## src/rtl/shift_pipe.sv

```systemverilog
// rtl/shift_pipe.sv - pipelined barrel shifter (SHL/SHR/SRA); ROL/ROR when SHIFT_PIPE_ROTATE_EN is defined
module shift_pipe #(
  parameter int BITS = 32
) (
  input  logic                     clk,
  input  logic                     rst_n,
  input  logic                     in_valid,
  output logic                     in_ready,
  input  logic [2:0]               op,
  input  logic [BITS-1:0]          a,
  input  logic [$clog2(BITS)-1:0]  b,
  output logic                     out_valid,
  input  logic                     out_ready,
  output logic [BITS-1:0]          out
);

  localparam int SH = $clog2(BITS);
  localparam int L  = SH;

  // Per-stage registers; amt_q is kept left-aligned so the MSB is always
  // the amount bit the next stage consumes.
  logic [BITS-1:0] d_q   [L];
  logic            v_q   [L];
  logic            dir_q [L];
  logic            pad_q [L];
  logic [SH-1:0]   amt_q [L];
`ifdef SHIFT_PIPE_ROTATE_EN
  logic            rot_q [L];
`endif

  // Stage inputs: stage 0 sees the operand ports, stage k sees stage k-1.
  logic [BITS-1:0] s_d   [L];
  logic            s_v   [L];
  logic            s_dir [L];
  logic            s_pad [L];
  logic [SH-1:0]   s_amt [L];
`ifdef SHIFT_PIPE_ROTATE_EN
  logic            s_rot [L];
`endif
  logic [BITS-1:0] nxt_d [L];

  logic adv;

  // Global stall: the whole pipe moves only when the output slot frees up.
  assign adv       = out_ready | ~out_valid;
  assign in_ready  = adv;
  assign out       = d_q[L-1];
  assign out_valid = v_q[L-1];

  // Route the operand ports into stage 0 and each register set into the next stage.
  always_comb begin
    s_d[0]   = a;
    s_v[0]   = in_valid;
    s_dir[0] = op[0];
    s_amt[0] = b;
`ifdef SHIFT_PIPE_ROTATE_EN
    s_rot[0] = op[2];
    s_pad[0] = op[0] & op[1] & ~op[2] & a[BITS-1];
`else
    s_pad[0] = op[0] & op[1] & a[BITS-1];
`endif
    for (int k = 1; k < L; k++) begin
      s_d[k]   = d_q[k-1];
      s_v[k]   = v_q[k-1];
      s_dir[k] = dir_q[k-1];
      s_pad[k] = pad_q[k-1];
      s_amt[k] = amt_q[k-1];
`ifdef SHIFT_PIPE_ROTATE_EN
      s_rot[k] = rot_q[k-1];
`endif
    end
  end

  // Stage k shifts by 2^(L-1-k) when its amount bit is set, largest step first.
  always_comb begin
    for (int k = 0; k < L; k++) begin
      int unsigned sh;
      sh = 1 << (L - 1 - k);
      nxt_d[k] = s_d[k];
      if (s_amt[k][SH-1]) begin
        if (s_dir[k]) begin
          nxt_d[k] = (s_d[k] >> sh) | ({BITS{s_pad[k]}} << (BITS - sh));
`ifdef SHIFT_PIPE_ROTATE_EN
          if (s_rot[k]) nxt_d[k] = (s_d[k] >> sh) | (s_d[k] << (BITS - sh));
`endif
        end else begin
          nxt_d[k] = s_d[k] << sh;
`ifdef SHIFT_PIPE_ROTATE_EN
          if (s_rot[k]) nxt_d[k] = (s_d[k] << sh) | (s_d[k] >> (BITS - sh));
`endif
        end
      end
    end
  end

  // Pipeline registers: clear everything on reset, advance all stages together.
  always_ff @(posedge clk or negedge rst_n) begin
    if (!rst_n) begin
      for (int k = 0; k < L; k++) begin
        d_q[k]   <= '0;
        v_q[k]   <= 1'b0;
        dir_q[k] <= 1'b0;
        pad_q[k] <= 1'b0;
        amt_q[k] <= '0;
`ifdef SHIFT_PIPE_ROTATE_EN
        rot_q[k] <= 1'b0;
`endif
      end
    end else if (adv) begin
      for (int k = 0; k < L; k++) begin
        d_q[k]   <= nxt_d[k];
        v_q[k]   <= s_v[k];
        dir_q[k] <= s_dir[k];
        pad_q[k] <= s_pad[k];
        amt_q[k] <= s_amt[k] << 1;
`ifdef SHIFT_PIPE_ROTATE_EN
        rot_q[k] <= s_rot[k];
`endif
      end
    end
  end

  // Last-stage control bits have no consumer; without rotate op[2] is a don't-care.
  logic unused_ok;
`ifdef SHIFT_PIPE_ROTATE_EN
  assign unused_ok = ^{dir_q[L-1], pad_q[L-1], rot_q[L-1], amt_q[L-1]};
`else
  assign unused_ok = ^{dir_q[L-1], pad_q[L-1], amt_q[L-1], op[2]};
`endif

endmodule

```

## config.mk

```make
export PLATFORM = sky130hd
export DESIGN_NAME = shift_pipe
export DESIGN_NICKNAME = d
export VERILOG_FILES = /design/src/rtl/shift_pipe.sv
export SDC_FILE = /design/constraint.sdc
export NUM_CORES = 1
export LEC_CHECK = 0
export BUFFER_PORTS_ARGS = -buffer_cell sky130_fd_sc_hd__clkbuf_2
export CORE_MARGIN = 4
export CORE_UTILIZATION = 41
export DETAILED_ROUTE_END_ITERATION = 16
export GPL_TIMING_DRIVEN = 0
export PLACE_DENSITY = 0.55
export SYNTH_ARGS = -nofsm -noshare
export SYNTH_HDL_FRONTEND = slang
export SYNTH_SLANG_ARGS = --single-unit
```

## constraint.sdc

```tcl
create_clock -name clk -period 1.5 [get_ports clk]
set_clock_uncertainty 0.15 [all_clocks]
set_input_delay 0 -clock clk [delete_from_list [all_inputs] [get_ports clk]]
set_output_delay 0 -clock clk [all_outputs]
set_load 0.02 [all_outputs]
```

==> flow_metrics.env <==
export IMPL_critPathSlowestCell="dfrtp_1"
export IMPL_cp_arrival_ps=1440
export IMPL_route_detailed_drc=0
export IMPL_grt_max_degree=96
export IMPL_start_kind="flip-flop"
export IMPL_hold_path_class="in -> reg"
export IMPL_io_buffers=76
export IMPL_areaGrowthSynthToFinish_pct=31.6
export IMPL_cts_tree="built"
export IMPL_switching_power_mw=12.0
export IMPL_core_um2=23700
export IMPL_syn_inst=1022
export IMPL_seq_area_frac_synth_pct=46.0
export IMPL_first_pass_iters=4
export IMPL_grt_util_all_layers_pct=20.8
export IMPL_die_area_um2=26800
export IMPL_avgRoutedWirePerCell_um=18.5
export IMPL_p_leak_nw=6.18
export IMPL_crit_type="reg -> out"
export IMPL_utilization_pct=55.3
export IMPL_switching_share_pct=41.1
export IMPL_htreeDepth=4
export IMPL_initial_core_util_pct=42.0
export IMPL_synth_area_um2=9940
export IMPL_final_area_um2=13100
export IMPL_final_cell_mix="183 x dfrtp_1, 137 x nor2_1, 101 x nand2_1"
export IMPL_final_nets=1227
export IMPL_cpMostUsedCell="buf_8"
export IMPL_synth_area_per_cell_um2=9.73
export IMPL_vias=7990
export IMPL_required_ps=1350
export IMPL_finalCritPeriodShare_pct=106
export IMPL_viasPerCell=5.28
export IMPL_cp_end_kind="output port"
export IMPL_clockRootBuffer="clkbuf_16"
export IMPL_synth_top_family_by_area="compound AO/OA/AOI/OAI gates"
export IMPL_synthMuxAreaShare_pct=9.96
export IMPL_cp_buffers_inverters=4
export IMPL_synth_xor_area_share_pct=0
export IMPL_ys_types=30
export IMPL_grt_pass1_vias=8062
export IMPL_grt_overflow=0
export IMPL_clk_pin_slew_worst_paths_ps=70
export IMPL_synth_compound_area_share_pct=21.3
export IMPL_drt_iter0_drc=424
export IMPL_dieHeight_um=164
export IMPL_synth_seq_cells=183
export IMPL_dp_final_hpwl_mm=19.8
export IMPL_powerDensity_nw_per_um2=2240
export IMPL_internal_power_mw=17.2
export IMPL_syn_num_nets=1066
export IMPL_critPathMaxFanout=3
export IMPL_cpPeakStageDelay_ps=350
export IMPL_gp_congestion=0.865
export IMPL_grt_pass1_wl_mm=44.1
export IMPL_ir_worst_vdd_v=0.000791
export IMPL_diodes=0
export IMPL_final_common_cell="dfrtp_1"
export IMPL_relSlewSlack_pct=50.4
export IMPL_die_w_um=164
export IMPL_status="finished, violations left"
export IMPL_timing_final_ws_setup_ps=-92.0
export IMPL_p_seq_share_pct=33.2
export IMPL_ioPinCount=78
export IMPL_cts_sinks=183
export IMPL_hold_violations=6
export IMPL_insertion_delay_ps=430
export IMPL_setup_viol_count_final=128
export IMPL_drt_wl_total_mm=28.0
export IMPL_synthAdderAreaFrac_pct=0
export IMPL_slew_viol_final=0
export IMPL_fillCellCount=2151
export IMPL_antenna_found_initial=0
export IMPL_clockBufferDepth=2
export IMPL_worst_pin_slew_ps=744
export IMPL_drv_cap=0
export IMPL_combPwrFrac_pct=51.6
export IMPL_p_clk_share_pct=15.2
export IMPL_numCtsBuffers=17
export IMPL_rows=56
export IMPL_hold_slack_ps=-40.4
export IMPL_worstPathCellList="nor2b_4 -> inv_2 -> buf_6 -> buf_8 -> buf_8"
export IMPL_postRouteAntennaNets=0
export IMPL_violations="negative hold slack, negative setup slack"
export IMPL_fmax_ghz=0.628
export IMPL_yosys_area_share_simple_pct=13.6
export IMPL_drive_above_1_share_pct=27.7
export IMPL_critical_path_top_delay_family="buffers and inverters"
export IMPL_fin_crit_ps=1590
export IMPL_synth_warnings=0
export IMPL_post_dp_cell_area_um2=10800
export IMPL_rsz0062_at_grt="yes"
## layer usage
metal,wire length (µm),track usage (%)
met5,0,0
met4,814,8.35
met3,886,3.36
met2,13900,35.8
met1,12400,26.2
## worst paths after layout
kind	from	end	slack, ps	depth (start not counted)
worst max-delay path	out_valid	in_ready	-90	5
worst min-delay path	op[0]	d_q[150]	-40	4
worst max register to register	out_valid	d_q[112]	-90	6
worst min register to register	s_v[0]	s_v[0]	320	2
max in group asynchronous	rst_n	d_q[121]	240	3
min in group asynchronous	rst_n	out[12]	30	2
## synth_stat cells
cell type	number	share of area (%)
dfrtp_1	183	46
nor2_1	143	5.4
nand2_1	105	4.0
a21o_1	99	7.5
mux2i_1	99	10
a211oi_1	98	7.4
buf_4	42	3.2
o21ai_0	40	2.0
buf_2	38	1.9
and3_1	24	1.5
nand2b_1	23	1.4
o21ai_1	22	1.1
a221oi_1	21	1.8
clkbuf_1	21	0.79
nor2b_1	15	0.94
buf_6	11	1.2
buf_12	9	1.8
o22ai_1	8	0.50
a31oi_1	7	0.44
a21oi_1	2	0.10
buf_1	2	0.076
inv_1	2	0.076
a211oi_2	1	0.13
a21bo_2	1	0.10
a221oi_2	1	0.15
and2_0	1	0.063
and2_4	1	0.088
inv_2	1	0.038
nand3_2	1	0.10
nor2b_2	1	0.088
## cells by family (layout without fill, tap and decap cells)
kind of cell    count (synthesis)  after routing
simple gates                  314            314
compound gates                300            300
flops                         183            183
buf+inv                       126            299
mux                            99             99
## state kept, by name, indices dropped and copies added (netlist names)
signal and count:
amt_q 10, out_valid 1, s_v 4, d_q 128, dir_q 4, pad_q 4
out 32
## worst register-to-register path: stages, from the launching register on
cell and delay [ps]:
dfrtp_1 380, nor2b_4 150, buf_12 140, buf_12 140
clkbuf_16 180, buf_8 150, a21o_1 180
## area by class of cell
cell class	instances	area (µm²)	share of cell area, %
Multi-Input combinational cell	713	5090	38.9
Sequential cell	183	4580	35.0
Buffer	123	1280	9.77
Timing Repair Buffer	142	1150	8.80
Clock buffer	20	467	3.57
Tap cell	319	399	3.05
Clock inverter	11	114	0.870
Inverter	3	11.3	0.0860
## through the flow
stage	setup TNS, ps	power [mW]	setup WS (ps)	hold slack, ps	std cells
floorplan	0	18.6	11.6	-446	1022
global placement	-625260	21.8	-3270	48.1	1417
detailed placement	-30880	22.1	-346	-39.2	1418
CTS	-5870	27.1	-125	-75.7	1507
global route	-14640	31.3	-166	-23.0	1514
finish	-4310	29.3	-92.0	-40.4	1514
## power groups by stage
stage | registers (mW) | clock network [mW] | logic (mW)
after floorplan | 8.75 | 0 | 9.80
after global placement | 9.63 | 0 | 12.2
after detailed placement | 9.70 | 0 | 12.4
after CTS | 9.62 | 4.55 | 13.0
after global routing | 10.0 | 4.77 | 16.5
final | 9.72 | 4.44 | 15.1
## timing repair
item | in CTS | in global routing
cloned | 0 | 5
setup buffers | 4 | 1
hold buffers | 54 | 1
pin swaps | 0 | 12
endpoints found under the hold margin | 127 | 7
gates resized for setup | 70 | 197
endpoints found under the setup margin | 183 | 183
(Power assumes the default switching activity.)
